**src/rtl/mux4bit_arbiter.sv**
```systemverilog
// Two-requester arbiter for a shared 2:1 mux. It drives the mux select and captures
// the mux output into a one-entry output register with valid/ready backpressure.
module mux4bit_arbiter_cnt #(
  parameter int CNT_W = 8
) (
  input  logic             clk,
  input  logic             rst_n,
  input  logic             inc,
  output logic [CNT_W-1:0] cnt
);
  logic [CNT_W-1:0] cnt_q, cnt_d;

  // Saturating increment: the counter sticks at all-ones instead of wrapping.
  always_comb begin
    cnt_d = cnt_q;
    if (inc && (cnt_q != '1)) cnt_d = cnt_q + 1'b1;
  end

  always_ff @(posedge clk) begin
    if (!rst_n) cnt_q <= '0;
    else        cnt_q <= cnt_d;
  end

  assign cnt = cnt_q;
endmodule

module mux4bit_arbiter #(
  parameter int WIDTH = 4,
  parameter int RR    = 1,
  parameter int CNT_W = 8
) (
  input  logic             clk,
  input  logic             rst_n,
  input  logic             a_valid,
  output logic             a_ready,
  input  logic             b_valid,
  output logic             b_ready,
  output logic             mux_sel,
  input  logic [WIDTH-1:0] mux_o,
  output logic [WIDTH-1:0] out_data,
  output logic             out_src,
  output logic             out_valid,
  input  logic             out_ready,
  output logic [CNT_W-1:0] cnt_a,
  output logic [CNT_W-1:0] cnt_b
);
  localparam bit USE_RR = (RR != 0);

  typedef enum logic {EMPTY = 1'b0, FULL = 1'b1} state_e;

  state_e           state_q, state_d;
  logic [WIDTH-1:0] out_data_q, out_data_d;
  logic             out_src_q, out_src_d;
  logic             last_q, last_d;

  logic             any_req, win_b, can_load, grant;
  logic [1:0]       inc;
  logic [1:0][CNT_W-1:0] cnt_all;

  assign any_req  = a_valid || b_valid;
  // last uses 0 = A, 1 = B; on a tie under round-robin the side that was not last wins.
  assign win_b    = b_valid && (!a_valid || (USE_RR && !last_q));
  assign can_load = (state_q == EMPTY) || out_ready;
  assign grant    = rst_n && can_load && any_req;

  assign a_ready  = grant && !win_b;
  assign b_ready  = grant &&  win_b;
  assign mux_sel  = any_req ? win_b : last_q;
  assign inc      = {b_ready, a_ready};

  always_comb begin
    state_d    = state_q;
    out_data_d = out_data_q;
    out_src_d  = out_src_q;
    last_d     = last_q;
    case (state_q)
      EMPTY: if (grant) state_d = FULL;
      FULL:  if (out_ready && !grant) state_d = EMPTY;
      default: state_d = EMPTY;
    endcase
    if (grant) begin
      out_data_d = mux_o;
      out_src_d  = win_b;
      last_d     = win_b;
    end
  end

  always_ff @(posedge clk) begin
    if (!rst_n) begin
      state_q    <= EMPTY;
      out_data_q <= '0;
      out_src_q  <= 1'b0;
      last_q     <= 1'b1;
    end else begin
      state_q    <= state_d;
      out_data_q <= out_data_d;
      out_src_q  <= out_src_d;
      last_q     <= last_d;
    end
  end

  for (genvar g = 0; g < 2; g++) begin : g_cnt
    mux4bit_arbiter_cnt #(.CNT_W(CNT_W)) u_cnt (
      .clk   (clk),
      .rst_n (rst_n),
      .inc   (inc[g]),
      .cnt   (cnt_all[g])
    );
  end

  assign out_valid = (state_q == FULL);
  assign out_data  = out_data_q;
  assign out_src   = out_src_q;
  assign cnt_a     = cnt_all[0];
  assign cnt_b     = cnt_all[1];
endmodule

```
**config.mk**
```make
export PLATFORM = sky130hd
export DESIGN_NAME = mux4bit_arbiter
export DESIGN_NICKNAME = d
export VERILOG_FILES = /design/src/rtl/mux4bit_arbiter.sv
export SDC_FILE = /design/constraint.sdc
export NUM_CORES = 1
export LEC_CHECK = 0
export ABC_AREA = 1
export CAP_MARGIN = 20
export CELL_PAD_IN_SITES_DETAIL_PLACEMENT = 0
export CELL_PAD_IN_SITES_GLOBAL_PLACEMENT = 1
export CORE_MARGIN = 4
export CORE_UTILIZATION = 45
export CTS_BUF_LIST = sky130_fd_sc_hd__clkbuf_2 sky130_fd_sc_hd__clkbuf_4 sky130_fd_sc_hd__clkbuf_8
export DETAILED_ROUTE_END_ITERATION = 12
export DONT_BUFFER_PORTS = 1
export PLACE_DENSITY = 0.83
export SYNTH_ARGS = -nofsm -noshare
export SYNTH_HDL_FRONTEND = slang
export SYNTH_HIERARCHICAL = 1
export SYNTH_SLANG_ARGS = --single-unit
export TNS_END_PERCENT = 100
```
**constraint.sdc**
```tcl
create_clock -name clk -period 1.85 [get_ports clk]
set_input_delay 0.2775 -clock clk [delete_from_list [all_inputs] [get_ports clk]]
set_output_delay 0.2775 -clock clk [all_outputs]
set_load 0.01 [all_outputs]
```
==> impl.org <==
** Run status
- The run finished with clean final reports.

** CTS
- After clock tree synthesis, the setup repair step added 0 buffers.
- After clock tree synthesis, the clock-pin slew on the worst setup and hold paths is approximately 0.13 ns.
- Counting every sink on the clock net gives 23.
- In this run, CTS created clock tree buffers numbering 3.
- For the worst-skew pair, the clock arrives at the later sink with an insertion delay of 0.31 ns.
- No sink is reached through more buffers than the 2 on the longest clock path.
- H-tree level count :: 1
- After clock tree synthesis, the repair step resized 0 gates.
- In this run, post-CTS hold repair placed 0 buffers.
- The root buffer cell chosen for the clock tree is clkbuf_4.
- TritonCTS clock tree :: built

** Critical path
- Endpoint arrival time on the critical path :: 1.41 ns
- For the worst setup path, the data required time is around 1.6 ns.
- Worst r2r dst :: g_cnt[0].u_cnt/cnt[4]
- Slowest library cell on the worst path :: dfxtp_1
- Walking the worst path, the cells encountered are nand2_4 -> nand2_2 -> nor2_4 -> nand2_1 -> inv_2 -> buf_4.
- Buffers and inverters on the worst path :: 2
- In this run the worst setup path begins at out_valid.
- The worst setup path is launched from a flip-flop.
- Counting cells, the worst reg-to-reg path comes to 9.
- Biggest fanout along the worst timing path :: 9
- On the worst path, the slowest cell contributes a delay of 0.38 ns.
- The critical path ends at b_ready.
- Crit-path leading delay family :: simple AND/OR/NAND/NOR gates
- By startpoint and endpoint, the worst setup path is classified as flip-flop to primary output.
- Worst-case register-to-register setup slack :: between 0.3 and 0.4 ns
- STA classifies the critical path endpoint as a primary output.
- Counting buffers and inverters, the worst setup path is 6 cells deep.
- The startpoint identified for the worst register-to-register timing path is last_q.

** Hold path
- HP Class :: input port to flip-flop

** Final layout
- Net count, final :: 211
- Counting the fill cells in the layout gives ~300.
- Finished Cell Area :: roughly 0.0014 mm²
- Sequential cell area :: 460 µm²
- ANT cells :: 0
- Relative to the synthesized area, the layout overhead comes to -0.185%.
- In the layout the commonest cells are nand2_1 (52), nor2_1 (29), inv_1 (24).
- Footprint of the multi-input gates :: 699 µm²
- Proportion of layout cells with a drive suffix above 1 :: 15.6%
- Leaving out fill and tap cells, the most frequent cell in the layout is nand2_1.
- The count of cells in the finished layout, fillers not included, comes to 230.

** Synthesis
- After synthesis the netlist holds a flip-flop and latch count of 23.
- Mapped Nets :: 211
- Yosys mapped the design onto 19 distinct sky130hd cell types.
- The mapped netlist covers 0.00135 mm².
- For this run, the number of Yosys warnings is 6.
- Dividing the synthesized area by the synthesized cell count gives roughly 6.8 µm².
- Share of the yosys chip area belonging to registers :: roughly a third
- Synthesis produced a netlist whose cell count is 200.

** Global routing
- In this run the most used layer during global routing was met2.
- Across every metal layer, demand over resource in global routing totals 13.6%.
- Remaining global-route overflow :: 0
- The first global-routing pass estimated around 4.4 mm of wire.
- Number of antenna violations at the first check in global routing :: 0
- Entering global routing, the biggest net connects 26 pins.
- The via count of the first global-routing pass came to 1,025.
- Met3 track demand over resource :: 4.32%
- GR met2 Demand/Resource :: a little under a quarter
- Global routing met1 resource utilization :: 15.5%

** STA
- Setup violations remaining at the end of the flow were counted as 0.
- Final period util :: 91.0%
- Min Tclk post-route :: 1.68 ns
- Count of final max-slew check failures :: 0
- The tightest hold path in the finished design has a slack of 0.0546 ns.
- Max frequency :: 594 MHz
- Setup repair after global routing missed its margin :: false
- The worst pin sits at a relative slew slack of 70.6%.
- The number of hold violations in the final report is 0.
- At the pin with the least slew margin, the transition time is 0.441 ns.
- In the final timing run, aggregate negative setup slack is 0 ns.
- On the final layout, the worst clock skew is 0.00513 ns.

** Route
- After detailed routing, the number of remaining DRC violations is 0.
- The routed design has 2.64 mm of wire.
- Detailed routing inserted a total of 1,135 vias.
- 1st-pass router iterations :: 4
- Violation count after the first detailed-routing iteration :: 42
- Dividing the detail-routed wire length by the instance count gives 11.5 µm.
- Final ANT Viol Nets :: 0
- Routed vias/inst :: 4.93

** Power and ir drop
- Power density over cell area :: approximately 640 mW/mm²
- Static Leakage :: roughly 0.65 nW
- Across the VDD grid, the largest voltage drop is 0.331 mV.
- Overall power consumption after layout is estimated at around 0.00086 W.

** Floorplan
- 34 I/O pins were placed.
- Initial standard-cell utilization of the core :: 48.2%
- Core footprint :: about 0.0028 mm²
- Count of standard-cell rows :: 19
- The die covers 0.00395 mm².
- Overall die height :: 62.8 µm
- Measured along the x axis, the die boundary spans 62.8 µm.

** Placed design
- At the end of routability-driven placement, the weighted congestion stood at 0.736.
- Port Buf Inserts :: 0
- Detail Placement HPWL :: 1.96 mm
- Placed insts :: 226
- In this run the cell area measured after placement is 0.00132 mm².

** Flow run
- Across the run, the number of max-cap violations was 0.
[cells in the mapped netlist, drive strengths merged]
library cell	n	area, µm²
inv	29	109
a21o	2	15.0
a21oi	11	55.1
dfxtp	23	460
ha	2	25.0
buf	7	83.8
nand3b	4	30.0
nor2	36	158
nand3	27	173
nand2	59	244
[kinds of logic after synthesis]
family	share of synthesized area, %
and+or+nand+nor	44.7
buffers and inverters	14.2
DFF	34.0
AOI/OAI and AO/OA	5.18
adders and majority gates	1.85
[routing by layer]
layer  vias to the layer above  part of all wire (%)
li1                        617                     -
met1                       495                    46
met2                        21                    48
met3                         2                   5.9
met4                         0                  0.72
met5                         -                     0
[per-stage QoR]
stage	utilization, %	worst slack (ns)
after floorplan	-	0.367
after global placement	47.1	0.362
after detailed placement	47.1	0.343
after CTS	48.1	0.0364
after global routing	48.1	0.0228
final	48.1	0.167
[where the power goes]
part	switching, W	internal, W	leakage, nW
sequential	0.0000273	0.000515	0.188
clock	0.000160	0.0000808	0.0177
combinational	0.0000495	0.0000329	0.445
total	0.000237	0.000628	0.651
[sequential cells by signal, summed over array words and instances (netlist names)]
signal and cells:
out_src 1, g_cnt.u_cnt/cnt 16, last_q 1, out_data 4
out_valid 1
[layout make-up]
class | instances | share of cell area [%]
Timing Repair Buffer | 2 | 1.11
Sequential cell | 23 | 34.1
Inverter | 29 | 8.06
Clock inverter | 1 | 0.371
Tap cell | 31 | 2.87
Clock buffer | 3 | 1.67
Multi-Input combinational cell | 141 | 51.8
[how the worst min path moves through the flow]
stage	from	endpoint	slack (ns)	cells past startpoint
floorplan	mux_o[0]	out_data[0]	0.39	2
global placement	rst_n	last_q	0.37	1
detailed placement	rst_n	last_q	0.38	1
CTS	rst_n	last_q	0.04	1
global route	rst_n	last_q	0.03	1
finish	rst_n	last_q	0.05	1
Note: power is estimated with default switching activity, not from simulation.
